==> config.mk <==
export PLATFORM = sky130hd
export DESIGN_NAME = cic_decimator
export DESIGN_NICKNAME = d
export VERILOG_FILES = /design/src/rtl/cic_decimator.sv
export SDC_FILE = /design/constraint.sdc
export NUM_CORES = 1
export LEC_CHECK = 0
export BUFFER_PORTS_ARGS = -buffer_cell sky130_fd_sc_hd__buf_4
export CAP_MARGIN = 40
export CORE_ASPECT_RATIO = 0.7
export CORE_MARGIN = 2
export CORE_UTILIZATION = 66
export CTS_BUF_LIST = sky130_fd_sc_hd__clkbuf_8
export DETAILED_ROUTE_END_ITERATION = 6
export PLACE_DENSITY = 0.84
export SLEW_MARGIN = 10
export SYNTH_ARGS = -nofsm -noshare
export SYNTH_HDL_FRONTEND = slang
export SYNTH_SLANG_ARGS = --single-unit
export TNS_END_PERCENT = 100
==> constraint.sdc <==
create_clock -name clk -period 13.8 [get_ports clk]
set_input_delay 1.38 -clock clk [delete_from_list [all_inputs] [get_ports clk]]
set_output_delay 1.38 -clock clk [all_outputs]
set_load 0.05 [all_outputs]
==> src/rtl/cic_decimator.sv <==
// Runtime-programmable CIC decimator: STAGES integrators at full rate, STAGES combs at the decimated rate.
// Optional build macro CIC_SAT_EN clamps scaled results above 255 instead of truncating them.
module cic_decimator #(
  parameter int WIDTH  = 18,
  parameter int STAGES = 3
) (
  input  logic        clk,
  input  logic        rst,
  input  logic [15:0] decimation_ratio,
  input  logic [7:0]  d_in,
  output logic [7:0]  d_out,
  output logic        d_clk
);

  localparam int SHW = 8;

  logic [WIDTH-1:0] integ    [STAGES];
  logic [WIDTH-1:0] dly      [STAGES];
  logic [WIDTH-1:0] comb_tap [STAGES];
  logic [WIDTH-1:0] comb_in;
  logic [WIDTH-1:0] comb_out;
  logic             comb_en;
  logic [15:0]      r_lat;
  logic [15:0]      cnt;
  logic             first;
  logic [SHW-1:0]   shift_q;
  logic [15:0]      r_cur;
  logic [15:0]      r_eff;
  logic             wrap;
  logic [SHW-1:0]   shift_cur;
  logic [7:0]       y8;

  function automatic logic [4:0] clog2_16(input logic [15:0] r);
    logic [15:0] m;
    logic [4:0]  res;
    m   = r - 16'd1;
    res = '0;
    for (int i = 0; i < 16; i++) begin
      if (m[i]) res = 5'(i + 1);
    end
    return res;
  endfunction

  // The first cycle after reset uses the live ratio; later frames use the value latched at the wrap.
  always_comb begin
    r_cur     = first ? decimation_ratio : r_lat;
    r_eff     = (r_cur < 16'd2) ? 16'd1 : r_cur;
    wrap      = (cnt == (r_eff - 16'd1));
    shift_cur = SHW'(STAGES * int'(clog2_16(r_eff)));
  end

  always_ff @(posedge clk or negedge rst) begin
    if (!rst) begin
      for (int k = 0; k < STAGES; k++) integ[k] <= '0;
    end else begin
      integ[0] <= integ[0] + WIDTH'(d_in);
      for (int k = 1; k < STAGES; k++) integ[k] <= integ[k] + integ[k-1];
    end
  end

  always_ff @(posedge clk or negedge rst) begin
    if (!rst) begin
      first   <= 1'b1;
      r_lat   <= '0;
      cnt     <= '0;
      comb_en <= 1'b0;
      comb_in <= '0;
      shift_q <= '0;
    end else begin
      first   <= 1'b0;
      comb_en <= wrap;
      if (first || wrap) r_lat <= decimation_ratio;
      if (wrap) begin
        cnt     <= '0;
        comb_in <= integ[STAGES-1];
        shift_q <= shift_cur;
      end else begin
        cnt <= cnt + 16'd1;
      end
    end
  end

  always_comb begin : comb_chain
    logic [WIDTH-1:0] acc;
    acc = comb_in;
    for (int k = 0; k < STAGES; k++) begin
      comb_tap[k] = acc;
      acc         = acc - dly[k];
    end
    comb_out = acc;
  end

  always_comb begin
`ifdef CIC_SAT_EN
    logic [WIDTH-1:0] y_full;
    y_full = comb_out >> shift_q;
    y8     = (y_full > WIDTH'(255)) ? 8'hFF : y_full[7:0];
`else
    y8 = 8'(comb_out >> shift_q);
`endif
  end

  always_ff @(posedge clk or negedge rst) begin
    if (!rst) begin
      for (int k = 0; k < STAGES; k++) dly[k] <= '0;
      d_out <= '0;
      d_clk <= 1'b0;
    end else begin
      d_clk <= comb_en;
      if (comb_en) begin
        for (int k = 0; k < STAGES; k++) dly[k] <= comb_tap[k];
        d_out <= y8;
      end
    end
  end

endmodule

==> results of run 1 <==
==> worst max path at each step <==
stage | endpoint | slack (ns) | cells past startpoint
after floorplan | d_out[3] | 8.02 | 26
after global placement | d_out[3] | 7.19 | 26
after detailed placement | d_out[3] | 6.80 | 26
after CTS | d_out[3] | 6.71 | 26
after global routing | d_out[3] | 6.00 | 27
final | d_out[3] | 6.59 | 26
==> cell type report <==
class,instances,area [sq um],area share [%]
Clock buffer,19,262,2.00
Timing Repair Buffer,39,337,2.57
Inverter,100,375,2.87
Multi-Input combinational cell,1015,7310,55.9
Tap cell,236,295,2.26
Sequential cell,176,4410,33.7
Clock inverter,12,101,0.774
==> synthesized netlist by cell type, types with 8 or more instances <==
cell type	instances	area share, %
o211ai_1	12	0.73
nand2b_1	14	0.71
ha_1	99	10
nor3_1	29	1.2
nor2_1	116	3.5
a21boi_0	13	0.79
a211oi_1	14	0.86
nand3_1	26	1.1
mux2_4	10	1.2
mux2i_1	23	1.9
o21ai_0	101	4.1
nor3b_1	11	0.67
nor2b_1	22	1.1
a31oi_1	12	0.61
dfrtp_1	175	36
mux2_1	14	1.3
and3_1	14	0.71
a21o_1	16	0.98
xor2_1	34	2.4
o31ai_1	8	0.49
nor4_1	9	0.46
mux2_2	24	2.2
clkbuf_1	19	0.58
a21oi_1	65	2.6
xnor2_1	83	5.9
inv_1	99	3.0
nand2_1	99	3.0
o21a_1	21	1.3
==> where the power goes <==
| part | switching, uW | internal (uW) | leakage (uW) |
|---|---|---|---|
| clock | 207 | 137 | 0.000180 |
| combinational | 591 | 479 | 0.00353 |
| sequential | 70.7 | 621 | 0.00225 |
| total | 869 | 1240 | 0.00596 |
==> state kept, by name, summed over array words and instances, names as in the netlist <==
signal	flops
dly	54
integ	54
comb_in	18
cnt	16
r_lat	16
d_out	8
shift_q	7
comb_en	1
d_clk	1
first	1
==> cells by family after synthesis <==
logic type,Yosys count,share of synthesized area (%)
AO/OA/AOI/OAI,338,17.9
adder cells (fa/ha/maj),106,11.2
buffers and inverters,135,4.63
XOR/XNOR,118,8.47
flip-flops,176,35.9
AND/OR/NAND/NOR,379,14.9
other,1,0.0305
multiplexers,73,6.95
==> per-stage QoR <==
step	std cells	hold WS (ns)	instance area [sq um]	power, uW	utilization, %
4_1_cts	1597	0.395	13100	2110	72.3
2_1_floorplan	1326	0.410	12300	1530	-
3_3_place_gp	1564	0.367	12700	1690	70.0
6_report	1597	0.393	13100	2110	72.3
3_5_place_dp	1566	0.374	12700	1750	70.3
5_1_grt	1597	0.400	13100	2280	72.3
==> critical path, cell delays in order, from the launching register on <==
cell      delay (ns)
dfrtp_1         0.40
ha_1            0.23
fa_1            0.42
nor2b_1         0.12
o21ai_0         0.10
a21boi_0        0.26
o21ai_0         0.15
a21boi_0        0.48
nor2_1          0.10
inv_1           0.08
a21oi_1         0.08
xnor2_1         0.22
ha_1            0.32
a21oi_1         0.26
o21ai_0         0.20
o41ai_1         0.60
a21oi_1         0.18
xor2_1          0.20
ha_1            0.34
inv_1           0.08
o21bai_1        0.39
o21ai_0         0.20
or4b_1          0.48
nand3_1         0.12
xor2_1          0.49
a41oi_1         0.24
o311ai_1        0.36
==> metal layers <==
layer | share of wire (%) | GRT usage, % | up-vias
met5 | 0 | 0 | -
met4 | 1.1 | 6.73 | 0
met3 | 4.7 | 4.19 | 29
met2 | 44 | 39.4 | 233
met1 | 51 | 39.6 | 4710
li1 | - | - | 4781
==> reports/results.txt, run 1 <==
Maximum VDD drop: 0.139 mV
Synthesis Warnings: 0
Register area share after synthesis: 35.9%
Reg-to-Reg Start: dly[36]
Hold_sp: comb_en
Most common cell after layout, fill and taps aside: dfrtp_1
Unrepaired setup endpoints after global routing: false
RD Place Congestion: 0.926
Reg-to-Reg End: d_out[3]
Flop-to-flop setup slack: 6.59 ns
Number of synthesized flops with an enable pin: 0
Hold Path Class: flip-flop to flip-flop
Worst-case reg-to-reg path depth: 26
Die Y-Extent: 118 microns
Post-CTS Setup Inserts: 0
Routed Wire Length: 25,300 microns
Clock transition at path regs: 0.10 ns
Syn avg cell area: 9.27 sq um
Initial core utilization: 67.8%
Post_cts resized: 0
CP required: 14.17 ns
CTS tree: yes
Commonest non-fill, non-tap cells in the layout: 174 x dfrtp_1, 116 x nor2_1, 101 x o21ai_0
Worst Path Max Fanout: 7
Die ar.: 19,700 sq um
All-Layer GR Usage: 26.2%
Endpoints failing hold: 0
First-pass GRT wire length: 43,300 microns
Hold_buf cts: 0
DPL Wire Length: 18,700 microns
Worst Setup SP: dly[36]
Ports: 35
Post-Place Setup Slack: 6.80 ns
Fillers: 1,328
Antenna violations before repair: 0
Count of pins over their slew limit: 0
Layout cells sized above 1: 9.11%
Port bufs: 34
Gr ovfl total: 0
Post-Synthesis Cells: 1,326
Rel. slew slack: 36.4%
Row count: 41
Synth Cell Area: 12,300 sq um
Power density over the cells: 161 nW/um^2
Worst Max-Slew Pin Slew: 0.942 ns
CTS H-tree lvls: 4
Final Setup Violations: 0
Pre-Repair DR Iteration Count: 7
Die width: 167 microns
Number of global-route vias before repair: 9,161
Layout Area Growth over Synthesis: 6.53%
TritonCTS Buffers: 17
Total number of vias: 9,753
Via density: 6.11
Final WS setup: 6.59 ns
Antenna-violating nets left: 0
Asr flop ratio synth: 100%
Top_reg_cell synth: dfrtp_1
Worst-case clock buffer depth: 2
Clk sinks: 176
Leakage power: 0.00596 uW
Clock Root Buffer: clkbuf_8
# nets final: 1,481
CP startpoint kind: flip-flop
Wirelength per Cell: 15.9 microns
Pin count of the biggest net entering global routing: 95
Crit path time final: 7.21 ns
Syn nets: 1,458
Period utilization: 52.3%
Maxcap violations: 0
Setup crit end kind: flip-flop
CORE AREA: 18,100 sq um
Setup Total Neg Slack: 0 ns
Post-route DRC: 0
Hold Path End: d_clk
Initial DRC count: 771
#FFs+latches synth: 176
Skew-Pair Late Insertion Delay: 0.49 ns
Skew final: 0.0180 ns
Hold depth: 0
Arr. time, crit path: 7.59 ns
WS Path Type: flip-flop to flip-flop
Synth cell types: 78
Outcome: complete, no violations
F_max: 139 MHz
# diodes: 0
No activity file was read; power rests on OpenSTA's default activity.
==> inputs of run 2 (changes only) <==
Settings changed: CORE_UTILIZATION 66 to 65, PLACE_DENSITY 0.84 to 0.83.
Clock period 13.8 ns to 7.1 ns, I/O delays scaled along.
==> run 2 against run 1 <==
  * Maximum frequency up 11%
  * Largest cell class unchanged
  * Highest routed layer unchanged
  * Sequential share of layout area decreased by 0.24 points
  * Global-route usage grew 0.88 points
  * Wire length up 2.6%
==> reports/results.txt, run 2 (same netlist as run 1, synthesis figures left out) <==
Busiest grt layer: met2
Worst Path Max Fanout: 8
Final WS setup: 0.588 ns
Flop-to-flop setup slack: 0.59 ns
Initial DRC count: 836
Post-route DRC: 0
Worst Setup SP: dly[36]
CORE AREA: 18,700 sq um
DPL Wire Length: 19,400 microns
Final Setup Violations: 0
Routed Wire Length: 26,000 microns
Setup crit end kind: flip-flop
Placed Instance Area: 12,800 sq um
Arr. time, crit path: 6.87 ns
Reg-to-Reg Start: dly[36]
Post-Place Setup Slack: 0.566 ns
# diodes: 0
CTS H-tree lvls: 4
Met2 global-route usage: 40.8%
Crit path largest cell delay: 0.42 ns
WS Path Type: flip-flop to flip-flop
Ports: 35
GR Layer Usage met3: 5.95%
Antenna-violating nets left: 0
Endpoints failing hold: 0
F_max: 154 MHz
CP startpoint kind: flip-flop
Post_cts resized: 0
All-Layer GR Usage: 27.1%
Clock transition at path regs: 0.10 ns
Layout Area Growth over Synthesis: 7.29%
Final hold slack: 0.0767 ns
CP required: 7.46 ns
Count of pins over their slew limit: 0
Worst Max-Slew Pin Slew: 0.915 ns
Via density: 6.13
Die ar.: 20,000 sq um
Skew-Pair Late Insertion Delay: 0.48 ns
Gr ovfl total: 0
Skew final: 0.0222 ns
Reg-to-Reg End: d_out[6]
Crit path time final: 6.51 ns
Met1 usage in global routing: 40.4%
Maximum VDD drop: 0.263 mV
Post-Layout Inst Area: 13,200 sq um
Rel. slew slack: 38.2%
Period utilization: 91.7%
Power density over the cells: 316 nW/um^2
Largest regs: dly: 54 flops, integ: 54 flops, comb_in: 18 flops
Maxcap violations: 0
Clock Root Buffer: clkbuf_8
# nets final: 1,485
Post-CTS Setup Inserts: 0
Fillers: 1,454
Unrepaired setup endpoints after global routing: false
Wirelength per Cell: 16.2 microns
Row count: 42
Layout cells sized above 1: 9.52%
CTS tree: yes
Initial core utilization: 65.7%
TritonCTS Buffers: 17
Commonest non-fill, non-tap cells in the layout: 174 x dfrtp_1, 116 x nor2_1, 101 x o21ai_0
Port bufs: 34
Antenna violations before repair: 0
Worst-case clock buffer depth: 2
Pin count of the biggest net entering global routing: 92
Most common cell after layout, fill and taps aside: dfrtp_1
Hold Path Class: input pin to async pin
Pre-Repair DR Iteration Count: 6
Total number of vias: 9,857
Die Y-Extent: 119 microns
Number of global-route vias before repair: 9,319
RD Place Congestion: 0.909
Setup Total Neg Slack: 0 ns
Critical path's slowest cell: fa_1
Outcome: complete, no violations
Die width: 168 microns
Hold_buf cts: 0
Clk sinks: 176
Worst-case reg-to-reg path depth: 30
First-pass GRT wire length: 44,600 microns
Leakage power: 0.00602 uW
[run 2: cell types whose count changed in the layout (fill, tap and decap cells not counted), moves of 2 or more]
cell       before  now
buf_4          36   39
bufinv_16       0    2
inv_6           2    5
inv_8           3    1
[run 2: report_power, final]
part	total [uW]	switching, uW	internal (uW)
registers	1350	141	1210
clock network	731	402	328
logic	2080	1140	947
total	4160	1680	2480
[run 2: final cells by class]
class	instances	area, sq um	area share [%]
Multi-Input combinational cell	1015	7320	55.5
Sequential cell	176	4410	33.4
Inverter	100	375	2.85
Timing Repair Buffer	43	374	2.84
Tap cell	242	303	2.30
Clock buffer	18	248	1.88
Clock inverter	14	153	1.16
[run 2: worst max-delay path: cells and delay by family, from the launching register on]
| family | cells | cell delay [ns] |
|---|---|---|
| AOI/OAI and AO/OA | 13 | 2.62 |
| xor gates and xnor gates | 2 | 0.35 |
| muxes | 2 | 0.59 |
| adders and majority gates | 4 | 1.32 |
| and+or+nand+nor | 7 | 0.91 |
| buffers and inverters | 2 | 0.22 |
| DFF | 1 | 0.39 |
[run 2: layer usage]
layer	routed length, microns	share of wire (%)
met1	12600	49
met2	11600	45
met3	1540	5.9
met4	242	0.93
met5	0	0
[run 2: metrics by stage]
| step | std cells | utilization, % | total power, uW |
|---|---|---|---|
| final | 1608 | 70.5 | 4160 |
| after global routing | 1608 | 70.5 | 4500 |
| after CTS | 1608 | 70.4 | 4160 |
| after detailed placement | 1576 | 68.3 | 3410 |
| after global placement | 1573 | 67.9 | 3300 |
| after floorplan | 1326 | - | 2970 |
[run 2: how the worst max path moves through the flow]
stage | to | slack [ns] | cells past startpoint
after global placement | d_out[6] | 0.86 | 28
final | d_out[6] | 0.59 | 30
after global routing | d_out[6] | 0.03 | 31
after floorplan | d_out[3] | 1.32 | 26
after detailed placement | d_out[7] | 0.57 | 28
after CTS | d_out[7] | 0.51 | 28
==> inputs of run 3 (changes only) <==
Settings changed: CORE_ASPECT_RATIO 0.7 to default.
==> run 3 against run 2 <==
  * Combinational power is essentially flat
  * First-iteration DRC count shrank 18%
  * Clock skew is essentially flat
  * Design area shrank 0.96%
  * Setup slack gained 0.14 ns
  * Utilization shrank 0.43 points
  * Hold slack gained 0.15 ns
  * Sequential power is essentially flat
  * Power shrank 1.8%
  * Clock power shrank 7.9%
  * Flip-flop and latch count is the same
  * Final cell count shrank 0.87%
  * Critical endpoint is now d_out[7]
  * Largest cell class unchanged
  * Highest routed layer unchanged
==> reports/results.txt, run 3 (same netlist as run 1, synthesis figures left out) <==
Outcome: complete, no violations
Post-CTS Setup Inserts: 0
Clock Root Buffer: clkbuf_8
Row count: 50
Crit path time final: 6.37 ns
Clk sinks: 176
CTS H-tree lvls: 4
Antenna-violating nets left: 0
DPL Wire Length: 18,000 microns
Hold_buf cts: 0
Post_cts resized: 0
CTS tree: yes
Post-Layout Cell Count: 1,594
Maximum VDD drop: 0.302 mV
# nets final: 1,481
TritonCTS Buffers: 17
Rel. slew slack: 40.3%
Placed Instance Area: 12,700 sq um
Layout cells sized above 1: 8.82%
Hold Path Class: input pin to async pin
Unrepaired setup endpoints after global routing: false
Routed Wire Length: 24,100 microns
Gr ovfl total: 0
Die Y-Extent: 141 microns
Layout Area Growth over Synthesis: 6.26%
Critical path's slowest cell: ha_1
Largest regs: dly: 54 flops, integ: 54 flops, comb_in: 18 flops
Worst-case clock buffer depth: 2
Via density: 6.04
Number of global-route vias before repair: 9,227
Cell total after placement: 1,564
Port bufs: 34
Die ar.: 20,000 sq um
Initial DRC count: 682
CORE AREA: 18,600 sq um
Total number of vias: 9,628
Post-route DRC: 0
Power density over the cells: 313 nW/um^2
Arr. time, crit path: 6.75 ns
Period utilization: 89.8%
Worst Path Max Fanout: 8
Flop-to-flop setup slack: 0.73 ns
# diodes: 0
Register Area: 4410 sq um
Count of pins over their slew limit: 0
Die width: 141 microns
Clock transition at path regs: 0.10 ns
All-Layer GR Usage: 24.9%
Multi-input logic area: 7310 sq um
Final Setup Violations: 0
CP required: 7.48 ns
Post-Layout Inst Area: 13,100 sq um
Antenna violations before repair: 0
Fillers: 1,411
Leakage power: 0.00597 uW
Skew final: 0.0225 ns
Worst Max-Slew Pin Slew: 0.885 ns
Initial core utilization: 65.9%
Final hold slack: 0.231 ns
Skew-Pair Late Insertion Delay: 0.47 ns
Pin count of the biggest net entering global routing: 96
Most common cell after layout, fill and taps aside: dfrtp_1
Ports: 35
First-pass GRT wire length: 41,600 microns
Setup crit end kind: flip-flop
Crit path largest cell delay: 0.43 ns
CP startpoint kind: flip-flop
RD Place Congestion: 0.917
Pre-Repair DR Iteration Count: 5
Wirelength per Cell: 15.1 microns
Commonest non-fill, non-tap cells in the layout: 174 x dfrtp_1, 116 x nor2_1, 103 x inv_1
WS Path Type: flip-flop to flip-flop
Endpoints failing hold: 0
F_max: 157 MHz
Maxcap violations: 0
Setup Total Neg Slack: 0 ns
Worst-case reg-to-reg path depth: 28
run 3: changes by cell type in the layout (fill, tap and decap cells not counted), sizes merged:
cell	delta
buf	-4
clkinv	-1
inv	-1
run 3: where the power goes:
| group | leakage, uW | internal, uW | switching (uW) | total, uW |
|---|---|---|---|---|
| clock | 0.000196 | 315 | 358 | 673 |
| sequential | 0.00225 | 1210 | 149 | 1360 |
| combinational | 0.00352 | 941 | 1120 | 2060 |
run 3: layout make-up:
type	instances	share of cell area (%)
Clock inverter	12	0.930
Inverter	100	2.88
Clock buffer	18	1.90
Sequential cell	176	33.8
Multi-Input combinational cell	1015	56.0
Timing Repair Buffer	39	2.27
Tap cell	234	2.24
run 3: path summary, 6_finish.rpt:
path / start / to
min in group clk: decimation_ratio[14] / r_lat[14]
max reg2reg: dly[36] / d_out[7]
min: rst / d_out[5]
max in group asynchronous: rst / cnt[6]
min reg2reg: dly[16] / dly[16]
max: dly[36] / d_out[7]
run 3: metrics by stage:
step / util, % / worst slack (ns) / power [uW]
final: 70.0 / 0.727 / 4090
after floorplan: - / 1.32 / 2970
after global routing: 70.0 / 0.134 / 4420
after CTS: 70.0 / 0.540 / 4090
after detailed placement: 68.0 / 0.575 / 3400
after global placement: 68.0 / 0.824 / 3290
run 3: critical path, delay by kind of cell (launching register included):
| family | cells | cell delay (ns) |
|---|---|---|
| multiplexers | 1 | 0.33 |
| AO/OA/AOI/OAI | 14 | 2.98 |
| adder cells (fa/ha/maj) | 4 | 1.37 |
| flip-flops | 1 | 0.38 |
| buffers and inverters | 1 | 0.06 |
| AND/OR/NAND/NOR | 5 | 0.56 |
| XOR/XNOR | 3 | 0.60 |
run 3: per-layer routing:
| layer | global-route usage (%) | share of wire [%] |
|---|---|---|
| met2 | 42.6 | 49 |
| met5 | 0 | 0 |
| met4 | 5.32 | 0.65 |
| met1 | 33.4 | 47 |
| met3 | 4.35 | 3.4 |
